**src/rtl/tblock_dispatcher.sv**
```systemverilog
// tblock_dispatcher
// Accepts one job at a time and splits it into thread blocks. Each block is
// handed to the compute unit with a job-relative index and a free in-flight
// id. Ids are recycled as blocks complete. Once every block of the job has
// completed, the job is reported done.
//
// Ports
//   clk_i, rst_i             clock, synchronous active-high reset
//   job_valid_i/job_ready_o  job handshake: pc, dp_addr, number of blocks
//   warp_free_i              compute unit can take a block this cycle
//   allocate_*               single-cycle block allocation: pc, dp_addr, idx, id
//   tblock_done_*            block completion handshake carrying the freed id
//   job_done_o/_ready_i      job completion handshake
//   busy_o                   dispatcher is not idle
module tblock_dispatcher #(
    parameter int unsigned PcWidth       = 32,
    parameter int unsigned AddressWidth  = 32,
    parameter int unsigned TblockIdxBits = 4,
    parameter int unsigned TblockIdBits  = 4
) (
    input  logic                     clk_i,
    input  logic                     rst_i,
    input  logic                     job_valid_i,
    output logic                     job_ready_o,
    input  logic [PcWidth-1:0]       job_pc_i,
    input  logic [AddressWidth-1:0]  job_dp_addr_i,
    input  logic [TblockIdxBits:0]   job_num_tblocks_i,
    input  logic                     warp_free_i,
    output logic                     allocate_warp_o,
    output logic [PcWidth-1:0]       allocate_pc_o,
    output logic [AddressWidth-1:0]  allocate_dp_addr_o,
    output logic [TblockIdxBits-1:0] allocate_tblock_idx_o,
    output logic [TblockIdBits-1:0]  allocate_tblock_id_o,
    input  logic                     tblock_done_i,
    input  logic [TblockIdBits-1:0]  tblock_done_id_i,
    output logic                     tblock_done_ready_o,
    output logic                     job_done_o,
    input  logic                     job_done_ready_i,
    output logic                     busy_o
);

    localparam int unsigned NumIds = 2 ** TblockIdBits;

    typedef enum logic [1:0] {IDLE, DISPATCH, DRAIN, DONE} state_t;

    state_t                   state, state_next;
    logic [PcWidth-1:0]       job_pc;
    logic [AddressWidth-1:0]  job_dp_addr;
    logic [TblockIdxBits:0]   job_num;
    logic [TblockIdxBits:0]   issue_count, issue_inc;
    logic [TblockIdxBits:0]   done_count, done_inc;
    logic [NumIds-1:0]        id_busy, id_busy_next;
    logic [TblockIdBits-1:0]  free_id;
    logic                     have_free;
    logic                     accept;
    logic                     done_fire;

    assign issue_inc = issue_count + (TblockIdxBits + 1)'(1);
    assign done_inc  = done_count + (TblockIdxBits + 1)'(1);

    // Lowest free id, taken from the registered bitmap so an id released
    // this cycle only becomes allocatable on the next one.
    always_comb begin
        free_id   = '0;
        have_free = 1'b0;
        for (int unsigned i = 0; i < NumIds; i++) begin
            if (!id_busy[i] && !have_free) begin
                free_id   = TblockIdBits'(i);
                have_free = 1'b1;
            end
        end
    end

    assign tblock_done_ready_o = (state == DISPATCH) || (state == DRAIN);
    // Completions for ids that are not in flight are ignored.
    assign done_fire = tblock_done_i && tblock_done_ready_o && id_busy[tblock_done_id_i];

    always_comb begin
        state_next      = state;
        job_ready_o     = 1'b0;
        job_done_o      = 1'b0;
        allocate_warp_o = 1'b0;
        accept          = 1'b0;
        case (state)
            IDLE: begin
                job_ready_o = 1'b1;
                if (job_valid_i) begin
                    accept     = 1'b1;
                    state_next = (job_num_tblocks_i == '0) ? DONE : DISPATCH;
                end
            end
            DISPATCH: begin
                allocate_warp_o = warp_free_i && have_free;
                if (allocate_warp_o && (issue_inc == job_num)) begin
                    state_next = DRAIN;
                end
            end
            DRAIN: begin
                if (done_fire && (done_inc == job_num)) begin
                    state_next = DONE;
                end
            end
            DONE: begin
                job_done_o = 1'b1;
                if (job_done_ready_i) begin
                    state_next = IDLE;
                end
            end
            default: state_next = IDLE;
        endcase
    end

    always_comb begin
        id_busy_next = id_busy;
        if (done_fire) begin
            id_busy_next[tblock_done_id_i] = 1'b0;
        end
        if (allocate_warp_o) begin
            id_busy_next[free_id] = 1'b1;
        end
    end

    always_ff @(posedge clk_i) begin
        if (rst_i) begin
            state       <= IDLE;
            job_pc      <= '0;
            job_dp_addr <= '0;
            job_num     <= '0;
            issue_count <= '0;
            done_count  <= '0;
            id_busy     <= '0;
        end else begin
            state   <= state_next;
            id_busy <= id_busy_next;
            if (accept) begin
                job_pc      <= job_pc_i;
                job_dp_addr <= job_dp_addr_i;
                job_num     <= job_num_tblocks_i;
                issue_count <= '0;
                done_count  <= '0;
            end
            if (allocate_warp_o) begin
                issue_count <= issue_inc;
            end
            if (done_fire) begin
                done_count <= done_inc;
            end
        end
    end

    assign allocate_pc_o         = job_pc;
    assign allocate_dp_addr_o    = job_dp_addr;
    assign allocate_tblock_idx_o = issue_count[TblockIdxBits-1:0];
    assign allocate_tblock_id_o  = free_id;
    assign busy_o                = (state != IDLE);

    done_id_in_flight: assert property (@(posedge clk_i) disable iff (rst_i)
        (tblock_done_i && tblock_done_ready_o) |-> id_busy[tblock_done_id_i]);

endmodule

```
**config.mk**
```make
export PLATFORM = sky130hd
export DESIGN_NAME = tblock_dispatcher
export DESIGN_NICKNAME = d
export VERILOG_FILES = /design/src/rtl/tblock_dispatcher.sv
export SDC_FILE = /design/constraint.sdc
export NUM_CORES = 1
export LEC_CHECK = 0
export ABC_AREA = 1
export CAP_MARGIN = 15
export CORE_MARGIN = 3
export CORE_UTILIZATION = 48
export CTS_BUF_LIST = sky130_fd_sc_hd__clkbuf_16
export DETAILED_ROUTE_END_ITERATION = 12
export GPL_TIMING_DRIVEN = 1
export HOLD_SLACK_MARGIN = 0.12
export PLACE_DENSITY = 0.85
export SLEW_MARGIN = 25
export SYNTH_ARGS = -nofsm -noshare
export SYNTH_HDL_FRONTEND = slang
export SYNTH_SLANG_ARGS = --single-unit
```
**constraint.sdc**
```tcl
create_clock -name clk_i -period 4.75 [get_ports clk_i]
set_input_delay 0.7125 -clock clk_i [delete_from_list [all_inputs] [get_ports clk_i]]
set_output_delay 0.7125 -clock clk_i [all_outputs]
set_load 0.01 [all_outputs]
```
==> results.md <==
- The sequential-to-total area share from yosys stat is 44.7%.
- The area of the mapped netlist is 4350 um^2.
- Based on the critical path, the design can be clocked at up to around 300 MHz.
- Of all nets on the critical path, the largest fanout is 19.
- The post-route core utilization is between 70 and 80%.
- The number of cells on the worst reg-to-reg path is 9.
- The number of fillers in the final layout is approximately 710.
- The endpoint identified for the worst register-to-register timing path is state[1].
- The Yosys warning count is 0.
- In this run, CTS created clock tree buffers numbering 9.
- The quantity of I/O buffers inserted on ports is 155.
- After synthesis the netlist holds a flip-flop and latch count of 97.
- The capture endpoint of the worst hold path is allocate_pc_o[1].
- For this design the static power due to leakage is ~0.0024 uW.
- The height of the chip is 101 um.
- The final-stage net count is 826.
- For the worst setup path, the data required time is just over 4 ns.
- For this configuration, the core starts out at a cell density of 49.6%.
- The global route total overflow is 0.
- The total core area is 8760 um^2.
- The count of nets left with antenna violations after detail routing is 0.
- Synthesis produced a netlist whose cell count is ~600.
- The portion of synthesized cell area occupied by the leading cell type is 44.7%.
- The first-pass GRT wire length is 20.0 mm.
- After detailed routing, the average wire length per cell comes to ~15 um.
- The largest total area in the synthesized netlist belongs to dfxtp_1.
- The final clock skew is between 0.01 and 0.015 ns.
- The total clock sinks is just under 100.
- In the layout the commonest cells are 171 x nor2_1, 155 x clkdlybuf4s50_1, 97 x dfxtp_1, 84 x o21ai_0, 59 x nand2_1.
- The clock tree from TritonCTS is built.
- STA puts the critical path data arrival time at 2.64 ns.
- Dividing total power by cell area gives a power density of 448 nW/um^2.
- The largest net degree at the start of global routing is slightly below 80.
- The number of hold violations in the final report was 0.
- Synthesis produced a netlist with a net count of 687.
- The leading cell type in the layout, fill and taps excluded is nor2_1.
- The final worst-path cycle share is 70.5%.
- The worst slew margin relative to its limit is 45.1%.
- The average instance in the mapped netlist occupies 7.22 um^2.
- Dividing the detail-routed via count by the number of cells gives 5.16.
- The area taken by multi-input logic gates is 2060 um^2.
- The global-route total usage across every layer is 24.4%.
- The number of max-capacitance violations reported is 0.
- At the placement stage, the worst setup path has a slack of 1.37 ns.
- The library cell used as clock root buffer is clkbuf_16.
- Cells with a size suffix above 1 make up 4.56% of the layout.
- The count of cells resized by post-cts repair is 0.
- For this run, design rule violations remaining after detail routing come to 0.
- For flop-to-flop paths, the worst setup slack is 2.52 ns.
- Setup violations remaining at the end of the flow were counted as 0.
- Relative to the synthesized area, the layout overhead comes to 42.4%.
- After layout, the worst setup slack is 1.40 ns.
- The maximum number of buffers from clock root to sink is 2.
- The worst-case IR drop observed on VDD is between 0.0002 and 0.0003 V.
- After floorplanning, the core was divided into 34 placement rows.
- The unique cell type count in the Yosys netlist is 37.
- Ranked by total cell area, the synthesized netlist is headed by dfxtp_1 45%, nor2_1 15%, o21ai_0 9.7%, nand2_1 5.2%, inv_1 4.1%.
- After clock tree synthesis, the setup repair step added 0 buffers.
- The via count of the routed design is 4403.
- After clock tree synthesis, the clock-pin slew on the worst setup and hold paths is 0.07 ns.
- At the end of routability-driven placement, the weighted congestion stood at 0.915.
- Setup repair after global routing left no endpoint under its margin.
- The hold-fix buffer count after cts is 0.
- The worst setup path is captured at a primary output.
- The min-delay analysis places its worst path in the category flip-flop to flip-flop.
- The cell depth of the worst min-delay path is 2.
- The startpoint identified for the worst register-to-register timing path is state[0].
- The critical path startpoint category is a flip-flop.
- The number of DRC markers in iteration 0 is ~210.
- The clock tree synthesis step divided the H-tree into 3 levels.
- For the pin with the worst max-slew slack, the measured transition is 0.822 ns.
- The total negative slack for setup checks is 0 ns.
- The total power is between 2000 and 3000 uW.
- The die area is 10200 um^2.
- The die extent in x is 101 um.
- Clock latency on the worst-skew pair, taken at its later pin, is 0.34 ns.
- 0 antenna diodes ended up in the layout.
- Hold timing on the final database bottoms out at a slack of 0.482 ns.
- The time the final worst path needs with I/O delays and setup is 3.35 ns.
- The sequential cell area is 1940 um^2.
- The sum of net half-perimeters after detailed placement is 9.06 mm.
- The number of global-route vias before repair is 4293.
- After detailed routing, the total wire length is around 12 mm.
- Pin placement for this block handled 156 I/O pins.
- The number of detailed-route iterations in the first pass is 5.
- The number of antenna violations at the first check in global routing is 0.
- The count of pins over their slew limit is 0.
- The run finished with clean final reports.
- The launch instance of the worst min-delay path is allocate_pc_o[1].
- The critical path is of the flip-flop to primary output type.
[report_power, final]
part           switching (uW)  internal, uW  leakage (uW)
Sequential                103           987      0.000797
Combinational             512           500       0.00152
Clock                     313           354      0.000130
[metal layers]
layer	part of all wire (%)	up-vias	track usage [%]
li1	-	2216	-
met1	39	2001	27.6
met2	50	172	42.0
met3	10	14	10.3
met4	1.3	0	7.36
met5	0	-	0
[cells by family (layout without fill, tap and decap cells)]
logic type / Yosys count / in the layout / synth area share [%]
DFF: 97 / 97 / 44.7
buffers and inverters: 82 / 226 / 7.92
adders and majority gates: 6 / 6 / 1.73
xor gates and xnor gates: 14 / 14 / 2.82
and+or+nand+nor: 286 / 286 / 28.4
AOI/OAI and AO/OA: 117 / 117 / 14.4
[synthesized netlist by cell type]
cell type    n
nand4_2      1
a22oi_1      9
nand3_1     33
nor2_2       1
nand2_2      2
clkinv_1     1
a31oi_1      1
a21boi_0     1
nor3_4       1
nor4_1       3
buf_4        6
a21oi_1     17
a21oi_2      1
nand3b_1     1
xnor2_1      6
clkbuf_1    23
ha_1         6
o2111ai_1    1
buf_2        2
o41ai_1      1
o21ai_0     84
dfxtp_1     97
and2_1       1
a211oi_1     1
xor2_1       8
or2_2        2
nand3_4      1
nor2_4       2
nand4_1      3
nand4_4      2
nand2_1     60
nor2_1     171
inv_1       48
nor3_1       2
inv_2        1
o22ai_1      1
buf_8        1
[sequential cells by signal, indices dropped and copies added, names as in the netlist]
signal,cells
allocate_dp_addr_o,32
job_num,5
issue_count,5
id_busy,16
allocate_pc_o,32
done_count,5
state,2
[final cells by class]
type                            instances  area share [%]
Tap cell                              108            2.18
Multi-Input combinational cell        423            33.3
Sequential cell                        97            31.4
Timing Repair Buffer                  160            25.7
Inverter                               50            3.03
Clock buffer                            9            3.64
Clock inverter                          7           0.748
[worst max-delay path, cell delays in order (launching register included)]
cell and delay, ns:
dfxtp_1 0.41, nand2_2 0.12, nor2_4 0.18, nand4_4 0.12, nor2_4 0.15, nand4_4 0.13
nor3_4 0.20, nand4_2 0.15, nand3_4 0.21, inv_2 0.14, clkdlybuf4s50_1 0.50
[worst max path at each step]
stage | start | end
floorplan | id_busy[1] | allocate_warp_o
global placement | tblock_done_id_i[0] | state[0]
detailed placement | tblock_done_id_i[1] | state[1]
CTS | id_busy[0] | allocate_warp_o
global route | id_busy[0] | allocate_warp_o
finish | id_busy[0] | allocate_warp_o
[through the flow]
| step | instance area, um^2 | instances |
|---|---|---|
| after CTS | 6190 | 854 |
| final | 6190 | 854 |
| after global routing | 6190 | 854 |
| after floorplan | 4350 | 602 |
| after global placement | 5920 | 838 |
| after detailed placement | 5920 | 838 |
Power figures use the tool's default switching activity.
